`src/rtl/blackparrot_fpga_host_pkg.sv`:
```
// Shared sizing helpers for the host message <-> AXIL word bridges.
// The read-side serializer and the write-side mirror block both use them.
package blackparrot_fpga_host_pkg;

   function automatic int words_per_msg(input int msg_w, input int word_w);
      return msg_w / word_w;
   endfunction

   function automatic int idx_width(input int n);
      return (n <= 1) ? 1 : $clog2(n);
   endfunction

   function automatic int occ_width(input int els);
      return $clog2(els + 1);
   endfunction

   typedef enum logic {S_IDLE, S_SEND} ser_state_e;

endpackage

```
`src/rtl/blackparrot_fpga_host_word_fifo.sv`:
```
// Word FIFO storage with a combinational head. Occupancy lives in the parent,
// so a write into a full FIFO is legal when it coincides with a dequeue.
module blackparrot_fpga_host_word_fifo #(
   parameter int WIDTH = 32,
   parameter int ELS   = 8
) (
   input  logic             clk_i,
   input  logic             reset_i,
   input  logic             enq_i,
   input  logic [WIDTH-1:0] data_i,
   input  logic             deq_i,
   output logic [WIDTH-1:0] data_o
);

   localparam int PTR_W = (ELS > 1) ? $clog2(ELS) : 1;

   logic [WIDTH-1:0] mem [ELS];
   logic [PTR_W-1:0] wptr_r, rptr_r;

   function automatic logic [PTR_W-1:0] ptr_inc(input logic [PTR_W-1:0] p);
      return (p == PTR_W'(ELS - 1)) ? '0 : p + PTR_W'(1);
   endfunction

   assign data_o = mem[rptr_r];

   // When full, wptr == rptr: the head is read before the edge overwrites it.
   always_ff @(posedge clk_i) begin
      if (enq_i) mem[wptr_r] <= data_i;
   end

   always_ff @(posedge clk_i) begin
      if (reset_i) begin
         wptr_r <= '0;
         rptr_r <= '0;
      end else begin
         if (enq_i) wptr_r <= ptr_inc(wptr_r);
         if (deq_i) rptr_r <= ptr_inc(rptr_r);
      end
   end

endmodule

```
`src/rtl/blackparrot_fpga_host_msg_to_fifo.sv`:
```
// Serializes wide host-bound messages into AXIL-width words (lowest first),
// buffers them in a word FIFO, and reports FIFO occupancy on a second channel.
module blackparrot_fpga_host_msg_to_fifo
   import blackparrot_fpga_host_pkg::*;
#(
   parameter int S_AXIL_DATA_WIDTH = 32,
   parameter int MSG_WIDTH         = 64,
   parameter int FIFO_ELS          = 8
) (
   input  logic                         clk_i,
   input  logic                         reset_i,
   input  logic [MSG_WIDTH-1:0]         msg_i,
   input  logic                         msg_v_i,
   output logic                         msg_ready_and_o,
   output logic                         fifo_v_o,
   output logic [S_AXIL_DATA_WIDTH-1:0] fifo_data_o,
   input  logic                         fifo_yumi_i,
   output logic                         count_v_o,
   output logic [S_AXIL_DATA_WIDTH-1:0] count_data_o,
   input  logic                         count_yumi_i
);

   localparam int W     = S_AXIL_DATA_WIDTH;
   localparam int N     = words_per_msg(MSG_WIDTH, W);
   localparam int IDX_W = idx_width(N);
   localparam int OCC_W = occ_width(FIFO_ELS);

   ser_state_e           state_r, state_n;
   logic [IDX_W-1:0]     k_r, k_n;
   logic [MSG_WIDTH-1:0] msg_r, msg_n;
   logic [OCC_W-1:0]     occ_r, occ_n;
   logic [N-1:0][W-1:0]  msg_words;
   logic                 enq, deq, last, accept;

   assign msg_words = msg_r;

   always_comb begin
      state_n = state_r;
      k_n     = k_r;
      msg_n   = msg_r;
      // Full-with-yumi bypass: the slot freed this cycle takes the new word.
      enq     = (state_r == S_SEND) && ((occ_r < OCC_W'(FIFO_ELS)) || fifo_yumi_i);
      deq     = fifo_yumi_i & fifo_v_o;
      last    = enq && (k_r == IDX_W'(N - 1));
      msg_ready_and_o = ~reset_i & ((state_r == S_IDLE) | last);
      accept  = msg_v_i & msg_ready_and_o;
      if (enq)  k_n = k_r + IDX_W'(1);
      if (last) state_n = S_IDLE;
      if (accept) begin
         state_n = S_SEND;
         k_n     = '0;
         msg_n   = msg_i;
      end
      unique case ({enq, deq})
         2'b10:   occ_n = occ_r + OCC_W'(1);
         2'b01:   occ_n = occ_r - OCC_W'(1);
         default: occ_n = occ_r;
      endcase
   end

   always_ff @(posedge clk_i) begin
      if (reset_i) begin
         state_r <= S_IDLE;
         k_r     <= '0;
         occ_r   <= '0;
      end else begin
         state_r <= state_n;
         k_r     <= k_n;
         occ_r   <= occ_n;
      end
   end

   always_ff @(posedge clk_i) msg_r <= msg_n;

   assign fifo_v_o     = ~reset_i & (occ_r != '0);
   assign count_v_o    = ~reset_i;
   assign count_data_o = W'(occ_r);

   blackparrot_fpga_host_word_fifo #(.WIDTH(W), .ELS(FIFO_ELS)) word_fifo (
      .clk_i   (clk_i),
      .reset_i (reset_i),
      .enq_i   (enq),
      .data_i  (msg_words[k_r]),
      .deq_i   (deq),
      .data_o  (fifo_data_o)
   );

   logic unused_count_yumi;
   assign unused_count_yumi = count_yumi_i;

   a_yumi_needs_valid: assert property (@(posedge clk_i) disable iff (reset_i)
      fifo_yumi_i |-> fifo_v_o);
   a_msg_stable: assert property (@(posedge clk_i) disable iff (reset_i)
      (msg_v_i && !msg_ready_and_o) |=> $stable(msg_i));

endmodule

```
`config.mk`:
```
export PLATFORM = sky130hd
export DESIGN_NAME = blackparrot_fpga_host_msg_to_fifo
export DESIGN_NICKNAME = d
export VERILOG_FILES = /design/src/rtl/blackparrot_fpga_host_pkg.sv /design/src/rtl/blackparrot_fpga_host_word_fifo.sv /design/src/rtl/blackparrot_fpga_host_msg_to_fifo.sv
export SDC_FILE = /design/constraint.sdc
export NUM_CORES = 1
export LEC_CHECK = 0
export BUFFER_PORTS_ARGS = -buffer_cell sky130_fd_sc_hd__buf_2
export CAP_MARGIN = 20
export CORE_MARGIN = 4
export CORE_UTILIZATION = 42
export DETAILED_ROUTE_END_ITERATION = 12
export HOLD_SLACK_MARGIN = 0.12
export PLACE_DENSITY_LB_ADDON = 0.08
export SYNTH_ARGS = -nofsm -noshare
export SYNTH_HDL_FRONTEND = slang
export SYNTH_SLANG_ARGS = --single-unit
```
`constraint.sdc`:
```
create_clock -name clk_i -period 13.6 [get_ports clk_i]
set_input_delay 0.68 -clock clk_i [delete_from_list [all_inputs] [get_ports clk_i]]
set_output_delay 0.68 -clock clk_i [all_outputs]
set_load 0.03 [all_outputs]
```
# == After elaboration in Yosys (flattened, before gate mapping) ==
# Memory sizes are Yosys's and may differ from the RTL's. A register that Yosys moved wholly into a read port is not among the register bits.
# Cells that the tools add are included.
# word_totals
regBits,76
ram_bits,256
inputBits,69
word_cells,43
mem_count,1
# classes
add_sub_neg,5
order_cmp,2
n_eq_ne,4
muxes,11
n_bitwise,7
reduce_logical,7
# memory_table
name,depth,width,read_ports,rd_clocked_by_memory_dff,write_ports,line,rtl
word_fifo.mem,8,32,1,1,1,blackparrot_fpga_host_word_fifo.sv:17,logic [WIDTH-1:0] mem [ELS];
# op_table
cell,n
2-to-1 mux 32 bit,2
2-to-1 mux 3 bit,4
one-hot mux 4 bit (2 select lines),1
"adder 3 x 1 -> 3 bit, second input constant",2
"equality test 3 bit, second input constant",2
"adder 4 x 1 -> 4 bit, second input constant",1
bitwise AND 1 bit,4
"< comparator 4 bit, second input constant",1
2-to-1 mux 1 bit,4
nonzero test 2 bit,2
nonzero test 4 bit,1
"subtractor 4 x 1 -> 4 bit, second input constant",1
"equality test 2 x 1 -> 1 bit, second input constant",1
"equality test 2 bit, second input constant",1
logical AND 1 bit,2
"< comparator 1 x 2 -> 1 bit, second input constant",1
inverter 1 bit,2
OR reduction 2 bit,1
"adder 1 bit, second input constant",1
logical OR 1 bit,1
bitwise OR 1 bit,1

# == Logic depth before layout (Yosys ltp) ==
# depth
word_depth,8
mapped_depth,9

# == Cells and area by module ==
# Synthesis repeated with hierarchy kept, for this count alone.
# hier_totals
cells_unflattened,585
hier_area_um2,13028.7
# modules_own_cells
mod,instances,cells_per_inst,area_each_um2,seq_area_each_um2
blackparrot_fpga_host_word_fifo,1,410,10151.0,7867.5
blackparrot_fpga_host_msg_to_fifo,1,175,2877.8,2042.0

# == Worst setup path before layout ==
# Ideal clock, no wire load.
# synth_path
kind,input port to flip-flop
from,input port fifo_yumi_i
to,"register msg_r[0], enable pin"
setup_ns,0.581
t_arrival_ns,5.756
setup_slack_ns,7.264
path_stages,3
path_cell_list,nand2b_1 -> a21boi_0 -> nor3b_1
# synth_via
elab_chain_len,6
# synth_rtl
item,line,rtl
start: declaration,blackparrot_fpga_host_msg_to_fifo.sv:17,"input logic fifo_yumi_i,"
logical OR 1 bit,blackparrot_fpga_host_msg_to_fifo.sv:42,enq = (state_r == S_SEND) && ((occ_r < OCC_W'(FIFO_ELS)) || fifo_yumi_i);
logical AND 1 bit,blackparrot_fpga_host_msg_to_fifo.sv:42,
logical AND 1 bit,blackparrot_fpga_host_msg_to_fifo.sv:44,last = enq && (k_r == IDX_W'(N - 1));
bitwise OR 1 bit,blackparrot_fpga_host_msg_to_fifo.sv:45,msg_ready_and_o = ~reset_i & ((state_r == S_IDLE) | last);
bitwise AND 1 bit,blackparrot_fpga_host_msg_to_fifo.sv:45,
bitwise AND 1 bit,blackparrot_fpga_host_msg_to_fifo.sv:46,accept = msg_v_i & msg_ready_and_o;
via accept,blackparrot_fpga_host_msg_to_fifo.sv:33,"logic enq, deq, last, accept;"
end signal: assignment,blackparrot_fpga_host_msg_to_fifo.sv:73,always_ff @(posedge clk_i) msg_r <= msg_n;
end: declaration,blackparrot_fpga_host_msg_to_fifo.sv:30,"logic [MSG_WIDTH-1:0] msg_r, msg_n;"
# The timed path passes the listed nets, and every way through them passes these cells.
# A chain may end at the register's enable or synchronous reset.

==> key figures <==
Outcome
  – Status: finished, final reports clean

CTS
  – Postcts setup bufs: 0
  – CTS Hold Bufs: 0
  – Clock Sinks: around 340
  – CTS Root Cell: clkbuf_16
  – Reg clk slew, reported paths: 0.06 ns
  – H-Tree Depth: 2
  – Longest Clk Path Bufs: 3
  – Post-cts resize count: 0
  – Clock Latency Late Sink: 0.50 ns
  – Num CTS Buffers: 35
  – CTS tree: yes

Synthesis
  – Synthesized flop and latch total: between 300 and 400
  – Mapped Avg Cell Area: 22.2 um2
  – Mapped Cells: between 500 and 600
  – Sequential share of the synthesized area: between 70% and 80%
  – Post-synthesis cell area: between 10000 and 15000 um2
  – Synth unique cells: 32
  – Synth warn: 0

GRT
  – Initial antenna violation count: 0
  – Global-route usage over all layers: 14.3%
  – First-pass GRT wire length: around 36 mm
  – Total global routing overflow: 0
  – Number of global-route vias before repair: about 6300
  – Pin count of the biggest net entering global routing: 65

Final layout
  – # diodes: 0
  – Nets: 795
  – Area Growth Syn to Fin: 15.8%
  – Post-route cell area: around 15000 um2
  – Share of cells above drive strength 1: 36.4%
  – Most frequent cells in the layout: 320 x edfxtp_1, 106 x buf_2, 65 x mux2_2, 40 x mux4_1, 37 x clkbuf_16
  – Leading cell type in the layout, fill and taps excluded: edfxtp_1

Drt
  – WL per Instance: approximately 21 um
  – Routed Antenna Nets: 0
  – Avg Vias per Cell: a little over 5
  – Drt pass-1 iters: 4
  – Initial DRC Count: 313
  – DRC viols: 0
  – Detailed Route WL: roughly 24 mm
  – DR vias: just under 6000

Timing
  – Max Slew Vio Count: 0
  – Rel. slew slack: between 30% and 40%
  – Final hold violation count: 0
  – RSZ-0062 raised after global routing: no
  – # setup viols final: 0
  – Final Skew: around 0.0083 ns
  – Max Fclk: around 0.27 GHz
  – Crit share post-route: around 27%
  – Setup_tns: 0 ns
  – Min Clock Period, post-route: 3.71 ns
  – Least-Margin Pin Slew: between 0.9 and 1 ns

Setup path
  – Reg2Reg Launch Point: occ_r[3]
  – Crit path required time: ~13 ns
  – CP Cell Sequence: buf_4, mux4_1, mux2_2, buf_2
  – Capturing point of the worst reg2reg path: word_fifo.mem[2][0]
  – WP data arrival: around 3.0 ns
  – Largest fanout on the critical path: 37
  – Worst Setup End Kind: primary output
  – Worst-case reg-to-reg path depth: 4
  – Reg2Reg Setup Slack: roughly 11 ns
  – Worst path slowest cell: dfxtp_4
  – Crit path launch type: flop
  – Critical path type: reg -> out
  – Slowest stage delay, CP: between 0.6 and 0.7 ns

Hold path
  – Worst hold endpoint: msg_r[26]
  – Hold Crit Start: msg_i[26]
  – Hold Crit Depth: 1
  – Hold Path Class: in -> reg

Placed design
  – IO buf count: 106
  – Post-Place Cell Area: ~14000 um2
  – Hpwl dp: around 14 mm
  – GP Congestion: 0.674

Power and ir drop
  – Power density over the cells: between 150 and 200 nW/um2
  – Leakage: approximately 0.0051 uW
  – Total power: about 2400 uW
  – Peak supply drop: 0.0766 mV

Floorplanning
  – # rows: 64
  – I/O pins: 136
  – Die Area: about 34000 um2
  – Core ar.: about 31000 um2
  – Initial core utilization: between 40% and 50%
  – Die height: ~180 um
  – Die X: ~180 um

Run
  – Maximum Capacitance Violations: 0
-- power by group --
group	leakage [uW]	internal (uW)	switching, uW	total [uW]
registers	0.00303	1170	29.8	1200
clock network	0.000543	559	361	919
logic	0.00148	117	148	265
total	0.00506	1850	539	2380
-- sequential cells by signal, indices dropped and copies added, names as in the netlist, named ones only --
name              cells
state_r               1
msg_r                64
occ_r                 4
k_r                   1
word_fifo.rptr_r      3
word_fifo.mem       256
word_fifo.wptr_r      3
-- worst max path at each step --
| stage | from | end | slack (ns) | cells after the start |
|---|---|---|---|---|
| final | flop | fifo_data_o[30] | 9.89 | 4 |
| after global routing | flop | fifo_data_o[30] | 9.65 | 4 |
| after CTS | flop | fifo_data_o[30] | 9.76 | 4 |
| after detailed placement | flop | fifo_data_o[28] | 10.32 | 4 |
| after global placement | flop | fifo_data_o[30] | 10.31 | 4 |
| after floorplan | fifo_yumi_i | msg_r[0] | 7.26 | 3 |
-- layer usage --
layer,track usage (%),vias to the layer above,share of wire (%)
li1,-,2652,-
met1,18.5,3025,43
met2,24.9,131,51
met3,2.63,37,4.2
met4,3.99,0,1.9
met5,0,-,0
-- cells in the mapped netlist --
| master | number | area (um2) |
|---|---|---|
| a21boi_0 | 1 | 7.51 |
| a21oi_1 | 5 | 25.0 |
| a22o_1 | 1 | 8.76 |
| a32o_1 | 1 | 10.0 |
| buf_1 | 8 | 30.0 |
| buf_2 | 4 | 20.0 |
| buf_4 | 28 | 210 |
| buf_6 | 7 | 78.8 |
| clkbuf_1 | 5 | 18.8 |
| conb_1 | 1 | 3.75 |
| dfxtp_1 | 15 | 300 |
| edfxtp_1 | 320 | 9610 |
| ha_1 | 7 | 87.6 |
| inv_1 | 1 | 3.75 |
| mux2_2 | 65 | 732 |
| mux2i_1 | 1 | 10.0 |
| mux4_1 | 40 | 1050 |
| mux4_2 | 24 | 541 |
| nand2_1 | 10 | 37.5 |
| nand2b_1 | 4 | 25.0 |
| nand3_1 | 2 | 10.0 |
| nand4b_1 | 1 | 8.76 |
| nor2_1 | 13 | 48.8 |
| nor2b_1 | 1 | 6.26 |
| nor3_1 | 5 | 25.0 |
| nor3b_1 | 2 | 15.0 |
| nor3b_2 | 1 | 12.5 |
| nor4_1 | 2 | 12.5 |
| o21ai_0 | 4 | 20.0 |
| o22ai_1 | 1 | 6.26 |
| or3_1 | 2 | 12.5 |
| xor2_1 | 4 | 35.0 |
-- logic make-up after synthesis --
family | after synthesis | synth area share [%]
buffers and inverters | 53 | 2.78
other | 1 | 0.0288
AOI/OAI and AO/OA | 13 | 0.596
adders and majority gates | 7 | 0.673
xor gates and xnor gates | 4 | 0.269
and+or+nand+nor | 43 | 1.64
DFF | 335 | 76.1
muxes | 130 | 17.9
-- layout make-up --
cell class / instances / area (um2)
multi-input cells: 225 / 2910
repair buffers: 121 / 647
flip-flops and latches: 335 / 9920
fillers: 2509 / 15500
inverters: 1 / 3.75
well taps: 396 / 495
clock buffers: 44 / 972
clock inverters: 14 / 139
-- stage by stage --
stage	setup slack, ns	cells	hold WS, ns	util, %
2_1_floorplan	7.26	613	0.463	-
3_3_place_gp	10.31	1077	0.479	45.6
3_5_place_dp	10.32	1078	0.490	45.7
4_1_cts	9.76	1136	0.326	49.3
5_1_grt	9.65	1136	0.324	49.3
6_report	9.89	1136	0.351	49.3
-- critical path: cells and delay by family, from the launching register on --
family	cells	cell delay (ns)
flip-flops	1	0.67
buffers and inverters	2	0.83
multiplexers	2	0.96
(Power assumes the default switching activity.)
